===== config.mk =====
export PLATFORM = sky130hd
export DESIGN_NAME = decode_stage
export DESIGN_NICKNAME = d
export VERILOG_FILES = /design/src/rtl/decode_stage.sv
export SDC_FILE = /design/constraint.sdc
export NUM_CORES = 2
export LEC_CHECK = 0
export ABC_CLOCK_PERIOD_IN_PS = 5100
export CORE_ASPECT_RATIO = 2
export CORE_MARGIN = 2
export CORE_UTILIZATION = 40
export CTS_CLUSTER_SIZE = 12
export DETAILED_ROUTE_END_ITERATION = 16
export PLACE_DENSITY = 0.57
export SLEW_MARGIN = 20
export SYNTH_ARGS = -nofsm -noshare
export SYNTH_HDL_FRONTEND = slang
export SYNTH_SLANG_ARGS = --single-unit

===== constraint.sdc =====
create_clock -name Clk -period 5.1 [get_ports Clk]
set_input_delay 1.02 -clock Clk [delete_from_list [all_inputs] [get_ports Clk]]
set_output_delay 1.02 -clock Clk [all_outputs]
set_load 0.02 [all_outputs]

===== src/rtl/decode_stage.sv =====
// decode_stage: MIPS five-stage pipeline decode (D) stage.
// Holds the 32x32 register file, forwards W/M/E results into the rs/rt read
// data, resolves branches and jumps in D (one delay slot), extends the
// immediate and registers everything into the D/E pipeline register.
// Optional feature: define DECODE_RF_BYPASS_EN to let a same-cycle W-stage
// write show up on the register-file read ports (otherwise reads return the
// stored value and W data reaches D only through forward select 4).
module decode_stage (
  input  logic        Clk,
  input  logic        Reset,
  input  logic [31:0] IRD,
  input  logic [31:0] PC8D,
  input  logic        FlushE,
  input  logic [2:0]  Forward_RS_D_Sel,
  input  logic [2:0]  Forward_RT_D_Sel,
  input  logic [31:0] PC8fromE,
  input  logic [31:0] AO,
  input  logic [31:0] PC8fromM,
  input  logic [31:0] MUX_RF_WD_OUT,
  input  logic [4:0]  MUX_RF_A3_OUT,
  input  logic        We,
  output logic        Branch,
  output logic [1:0]  NPC_Sel,
  output logic [31:0] NPC,
  output logic [31:0] IRE,
  output logic [31:0] PC8E,
  output logic [31:0] RSE,
  output logic [31:0] RTE,
  output logic [31:0] EXTE
);

  localparam logic [5:0] OP_SPECIAL = 6'b000000;
  localparam logic [5:0] OP_REGIMM  = 6'b000001;
  localparam logic [5:0] OP_J       = 6'b000010;
  localparam logic [5:0] OP_JAL     = 6'b000011;
  localparam logic [5:0] OP_BEQ     = 6'b000100;
  localparam logic [5:0] OP_BNE     = 6'b000101;
  localparam logic [5:0] OP_BLEZ    = 6'b000110;
  localparam logic [5:0] OP_BGTZ    = 6'b000111;
  localparam logic [5:0] OP_ANDI    = 6'b001100;
  localparam logic [5:0] OP_ORI     = 6'b001101;
  localparam logic [5:0] OP_XORI    = 6'b001110;
  localparam logic [5:0] OP_LUI     = 6'b001111;
  localparam logic [5:0] FN_JR      = 6'b001000;
  localparam logic [5:0] FN_JALR    = 6'b001001;

  // Forward mux shared by rs and rt; unused selects fall back to the RF read.
  function automatic logic [31:0] fwd_mux(
    input logic [2:0]  sel,
    input logic [31:0] rf_val,
    input logic [31:0] e_val,
    input logic [31:0] m_alu,
    input logic [31:0] m_pc8,
    input logic [31:0] w_val
  );
    logic [31:0] res;
    case (sel)
      3'd1:    res = e_val;
      3'd2:    res = m_alu;
      3'd3:    res = m_pc8;
      3'd4:    res = w_val;
      default: res = rf_val;
    endcase
    return res;
  endfunction

  logic [31:0] rf_q [32];
  logic [31:0] rf_d [32];

  logic [5:0]  op_s;
  logic [5:0]  funct_s;
  logic [4:0]  rs_addr_s;
  logic [4:0]  rt_addr_s;
  logic [15:0] imm_s;
  logic        byp_rs_s;
  logic        byp_rt_s;
  logic [31:0] rf_rs_s;
  logic [31:0] rf_rt_s;
  logic [31:0] fwd_rs_s;
  logic [31:0] fwd_rt_s;
  logic        branch_s;
  logic [1:0]  npc_sel_s;
  logic [31:0] npc_s;
  logic [31:0] br_off_s;
  logic [31:0] ext_s;

  logic [31:0] ire_d,  ire_q;
  logic [31:0] pc8e_d, pc8e_q;
  logic [31:0] rse_d,  rse_q;
  logic [31:0] rte_d,  rte_q;
  logic [31:0] exte_d, exte_q;

  assign op_s      = IRD[31:26];
  assign funct_s   = IRD[5:0];
  assign rs_addr_s = IRD[25:21];
  assign rt_addr_s = IRD[20:16];
  assign imm_s     = IRD[15:0];

`ifdef DECODE_RF_BYPASS_EN
  assign byp_rs_s = We && (MUX_RF_A3_OUT != 5'd0) && (MUX_RF_A3_OUT == rs_addr_s);
  assign byp_rt_s = We && (MUX_RF_A3_OUT != 5'd0) && (MUX_RF_A3_OUT == rt_addr_s);
`else
  assign byp_rs_s = 1'b0;
  assign byp_rt_s = 1'b0;
`endif

  // Register-file next state: W-stage write, $0 never written.
  always_comb begin
    for (int i = 0; i < 32; i++) begin
      rf_d[i] = (We && (MUX_RF_A3_OUT == 5'(i)) && (i != 0)) ? MUX_RF_WD_OUT : rf_q[i];
    end
  end

  // Register-file storage, cleared by reset.
  always_ff @(posedge Clk or negedge Reset) begin
    if (!Reset) begin
      for (int i = 0; i < 32; i++) rf_q[i] <= 32'd0;
    end else begin
      for (int i = 0; i < 32; i++) rf_q[i] <= rf_d[i];
    end
  end

  // Register reads followed by the D-stage forward muxes.
  always_comb begin
    rf_rs_s  = byp_rs_s ? MUX_RF_WD_OUT : ((rs_addr_s == 5'd0) ? 32'd0 : rf_q[rs_addr_s]);
    rf_rt_s  = byp_rt_s ? MUX_RF_WD_OUT : ((rt_addr_s == 5'd0) ? 32'd0 : rf_q[rt_addr_s]);
    fwd_rs_s = fwd_mux(Forward_RS_D_Sel, rf_rs_s, PC8fromE, AO, PC8fromM, MUX_RF_WD_OUT);
    fwd_rt_s = fwd_mux(Forward_RT_D_Sel, rf_rt_s, PC8fromE, AO, PC8fromM, MUX_RF_WD_OUT);
  end

  // Branch condition evaluation on the forwarded operands.
  always_comb begin
    branch_s = 1'b0;
    case (op_s)
      OP_BEQ:  branch_s = (fwd_rs_s == fwd_rt_s);
      OP_BNE:  branch_s = (fwd_rs_s != fwd_rt_s);
      OP_BLEZ: branch_s = ($signed(fwd_rs_s) <= 32'sd0);
      OP_BGTZ: branch_s = ($signed(fwd_rs_s) > 32'sd0);
      OP_REGIMM: begin
        case (rt_addr_s)
          5'd0:    branch_s = fwd_rs_s[31];
          5'd1:    branch_s = !fwd_rs_s[31];
          default: branch_s = 1'b0;
        endcase
      end
      default: branch_s = 1'b0;
    endcase
  end

  // Next-PC selection: taken branch, j/jal, jr/jalr, else fall through.
  always_comb begin
    npc_sel_s = 2'b00;
    npc_s     = PC8D;
    br_off_s  = {{14{imm_s[15]}}, imm_s, 2'b00};
    if (branch_s) begin
      npc_sel_s = 2'b01;
      npc_s     = (PC8D - 32'd4) + br_off_s;
    end else if ((op_s == OP_J) || (op_s == OP_JAL)) begin
      npc_sel_s = 2'b10;
      npc_s     = {PC8D[31:28], IRD[25:0], 2'b00};
    end else if ((op_s == OP_SPECIAL) && ((funct_s == FN_JR) || (funct_s == FN_JALR))) begin
      npc_sel_s = 2'b11;
      npc_s     = fwd_rs_s;
    end else begin
      npc_sel_s = 2'b00;
      npc_s     = PC8D;
    end
  end

  // Immediate extender: logical ops zero-extend, lui shifts up, rest sign-extend.
  always_comb begin
    ext_s = {{16{imm_s[15]}}, imm_s};
    case (op_s)
      OP_ANDI, OP_ORI, OP_XORI: ext_s = {16'd0, imm_s};
      OP_LUI:                   ext_s = {imm_s, 16'd0};
      default:                  ext_s = {{16{imm_s[15]}}, imm_s};
    endcase
  end

  // D/E register next state: a flush loads an all-zero nop bubble.
  always_comb begin
    ire_d  = IRD;
    pc8e_d = PC8D;
    rse_d  = fwd_rs_s;
    rte_d  = fwd_rt_s;
    exte_d = ext_s;
    if (FlushE) begin
      ire_d  = 32'd0;
      pc8e_d = 32'd0;
      rse_d  = 32'd0;
      rte_d  = 32'd0;
      exte_d = 32'd0;
    end else begin
      ire_d  = IRD;
      pc8e_d = PC8D;
      rse_d  = fwd_rs_s;
      rte_d  = fwd_rt_s;
      exte_d = ext_s;
    end
  end

  // D/E pipeline register.
  always_ff @(posedge Clk or negedge Reset) begin
    if (!Reset) begin
      ire_q  <= 32'd0;
      pc8e_q <= 32'd0;
      rse_q  <= 32'd0;
      rte_q  <= 32'd0;
      exte_q <= 32'd0;
    end else begin
      ire_q  <= ire_d;
      pc8e_q <= pc8e_d;
      rse_q  <= rse_d;
      rte_q  <= rte_d;
      exte_q <= exte_d;
    end
  end

  assign Branch  = branch_s;
  assign NPC_Sel = npc_sel_s;
  assign NPC     = npc_s;
  assign IRE     = ire_q;
  assign PC8E    = pc8e_q;
  assign RSE     = rse_q;
  assign RTE     = rte_q;
  assign EXTE    = exte_q;

endmodule


==> impl_metrics.tcl <==
set metrics [dict create \
    die-height_um 569.5 \
    placedCellCount 8186 \
    antenna_found_initial 14 \
    setup_viol 32 \
    async_flop_share 1.000 \
    synth-seq-area-share 0.4508 \
    overflow 0 \
    wl_per_cell_um 36.51 \
    globalplace.congestion 1.038 \
    drt_iter0_markers 5300 \
    cp.required_ns 4.08 \
    die_w_um 286.7 \
    syn_nets 5178 \
    cts-htree-levels 3 \
    fmax_mhz 154.8 \
    syn_area_per_cell_um2 13.02 \
    ys_types 85 \
    worst_path_max_delay_cell "nor4_4" \
    fin_hold_ws_ns 0.2098 \
    insertion_delay_ns 0.78 \
    crit_arrival_ns 5.44 \
    critPathCaptureType "output port" \
    hpwl_mm 224.2 \
    grt_max_degree 159 \
    met3_usage 0.07680 \
    track_usage 0.3735 \
    hold_viol 0 \
    ys.flop_type "dfrtp_1" \
    ir_drop_mv 0.2843 \
    path_cells "buf_16, buf_12, buf_16, nor2b_4, buf_4, buf_4, a221o_1, o211ai_1, a32oi_1, buf_4, xnor2_1, nor3_1, nand3_1, nor4_4, buf_4, o22ai_4, a21oi_4, buf_12, buf_8, buf_16, mux2_4, buf_6" \
    cpPeakStageDelay_ns 0.39 \
    worstMarginPinSlew_ns 1.172 \
    synth-edff-count 0 \
    instances_no_fill 8413 \
    die-area_um2 163300 \
    worstSetupPathType "input port to output port" \
    crit_buf_inv 11 \
    first_pass_iters 8 \
    skew_ns 0.03380 \
    clk_pin_slew_ns 0.07 \
    failed_checks "setup timing" \
    synth_top_area_frac 0.4508 \
    vias 52979 \
    cts_buffers 112 \
    pin_count 402 \
    port_buffers 401 \
    p_total_mw 28.71 \
    finalCritPeriodShare 1.267 \
    viasPerCell 6.297 \
    synth-seq-cells 1152 \
    grt_pass1_wl_mm 424.3 \
    grt-busiest-layer "met2" \
    cts_tree "done" \
    start_util 0.4028 \
    grt_pass1_vias 54962 \
    leakage_nw 37.76 \
    postRouteAntennaNets 0 \
    worst_setup_path_start_kind "input port" \
    met2_usage 0.5975 \
    synth_top_area_cell "dfrtp_1" \
    ys_top_cells_by_count "1,152 x dfrtp_1, 1,031 x mux2_2, 367 x mux4_2" \
    synth_area_um2 63950 \
    final_layout_size_suffix_gt1_frac 0.4837 \
    synthCells 4913 \
    yosysMostFrequentCell "dfrtp_1" \
    finalSetupTns_ns -40.15 \
    rsz0062_at_grt "true" \
    ys_warn_count 0 \
    synthTopCellsByArea "dfrtp_1 45%, mux2_2 18%, mux4_2 13%, mux2i_1 4.9%, clkbuf_1 1.8%" \
    cts_sinks 1152 \
    cp_common_cell "buf_4" \
    fin_crit_ns 6.460 \
    max_cap_viol_count 0 \
    core_area_um2 158800 \
    clk_path_buf_depth 3 \
    slew_viol_final 0 \
    run_status "finished, violations left" \
    critPathMaxFanout 9 \
    wirelength_mm 307.2 \
    drcViolationCount 0 \
    power_density_nw_per_um2 341.6 \
    setup_ws_ns -1.360 \
    cts_root_buf "clkbuf_16" \
    hp-class "input port to async pin" \
    fin_nets 6524 \
    syn_to_final_growth_pct 31.41 \
    reg2reg_setup_slack_ns 2.66 \
    globalRouteMet1Util 0.4258 \
    fill_cells 13862 \
    rows 207 \
    path_delay_family "buffers and inverters" \
    maxSlewHeadroom 0.2187 \
]
## final timing paths
kind                            cells past startpoint                     to                  start
worst max-delay path                               22                NPC[18]                IRD[21]
worst min-delay path                                1      IRE[30]$_DFF_PN0_                  Reset
worst max register to register                     11      RSE[16]$_DFF_PN0_  rf_q[400]$_DFFE_PN0P_
worst min register to register                      2  rf_q[447]$_DFFE_PN0P_  rf_q[447]$_DFFE_PN0P_
max in group asynchronous                           2  rf_q[271]$_DFFE_PN0P_                  Reset
min in group Clk                                    2  rf_q[447]$_DFFE_PN0P_  rf_q[447]$_DFFE_PN0P_
## per-stage QoR
step,instance area [µm²],utilization,setup slack [ns]
2_1_floorplan,64360,-,-0.3153
3_3_place_gp,79460,0.5005,-2.165
3_5_place_dp,79460,0.5005,-2.161
4_1_cts,83820,0.5280,-1.220
5_1_grt,84020,0.5292,-1.387
6_report,84040,0.5293,-1.360
## state kept, by name, indices dropped and copies added, names as in the netlist
name / count
IRE: 32
RSE: 32
RTE: 32
PC8E: 32
rf_q: 992
EXTE: 32
## cells by family (layout without fill, tap and decap cells)
| kind of cell | count (synthesis) | count (layout) | synth area share |
|---|---|---|---|
| XOR/XNOR | 57 | 57 | 0.007807 |
| adder cells (fa/ha/maj) | 58 | 58 | 0.01147 |
| other | 0 | 7 | 0 |
| flip-flops | 1152 | 1152 | 0.4508 |
| multiplexers | 1719 | 1719 | 0.3617 |
| AO/OA/AOI/OAI | 714 | 714 | 0.07818 |
| buffers and inverters | 580 | 1983 | 0.04203 |
| AND/OR/NAND/NOR | 633 | 633 | 0.04798 |
## placed cells by master, fill, tap and decap left out, types with 105 or more instances in the layout
cell type,synthesis,layout
buf_4,45,1159
dfrtp_1,1152,1152
mux2_2,1031,1029
mux4_2,367,367
clkdlybuf4s50_1,0,350
mux2i_1,312,289
nor2_1,197,184
nand2_1,182,170
a21oi_1,135,126
inv_1,116,114
clkbuf_16,0,112
buf_12,2,108
a22oi_1,110,105
## report_power, final
part           leakage [nW]  internal (mW)  switching [mW]
sequential             14.8           10.8            1.15
clock                  1.60           4.19            3.87
combinational          21.4           4.69            4.05
## routing by layer
layer	wire, µm	share of wire
met1	107500	0.35
met3	24680	0.080
met4	32550	0.11
met2	142400	0.46
met5	62	0.00020
## cell type report
class                   count  area (µm²)  share of cell area
multi-input cells        3181       33440              0.3979
flip-flops and latches   1152       28830              0.3430
repair buffers           1695       15440              0.1837
clock buffers             156        3088             0.03674
well taps                2090        2615             0.03112
inverters                 117       439.2            0.005226
clock inverters            15       172.7            0.002055
diodes                      7       17.52           0.0002084
## repair_timing
action,in CTS,in global routing
gates cloned,8,0
pin swaps,22,5
buffers inserted,24,20
setup endpoints to repair,33,33
hold buffers,0,0
gates resized for setup,307,27
(Power assumes the default switching activity.)
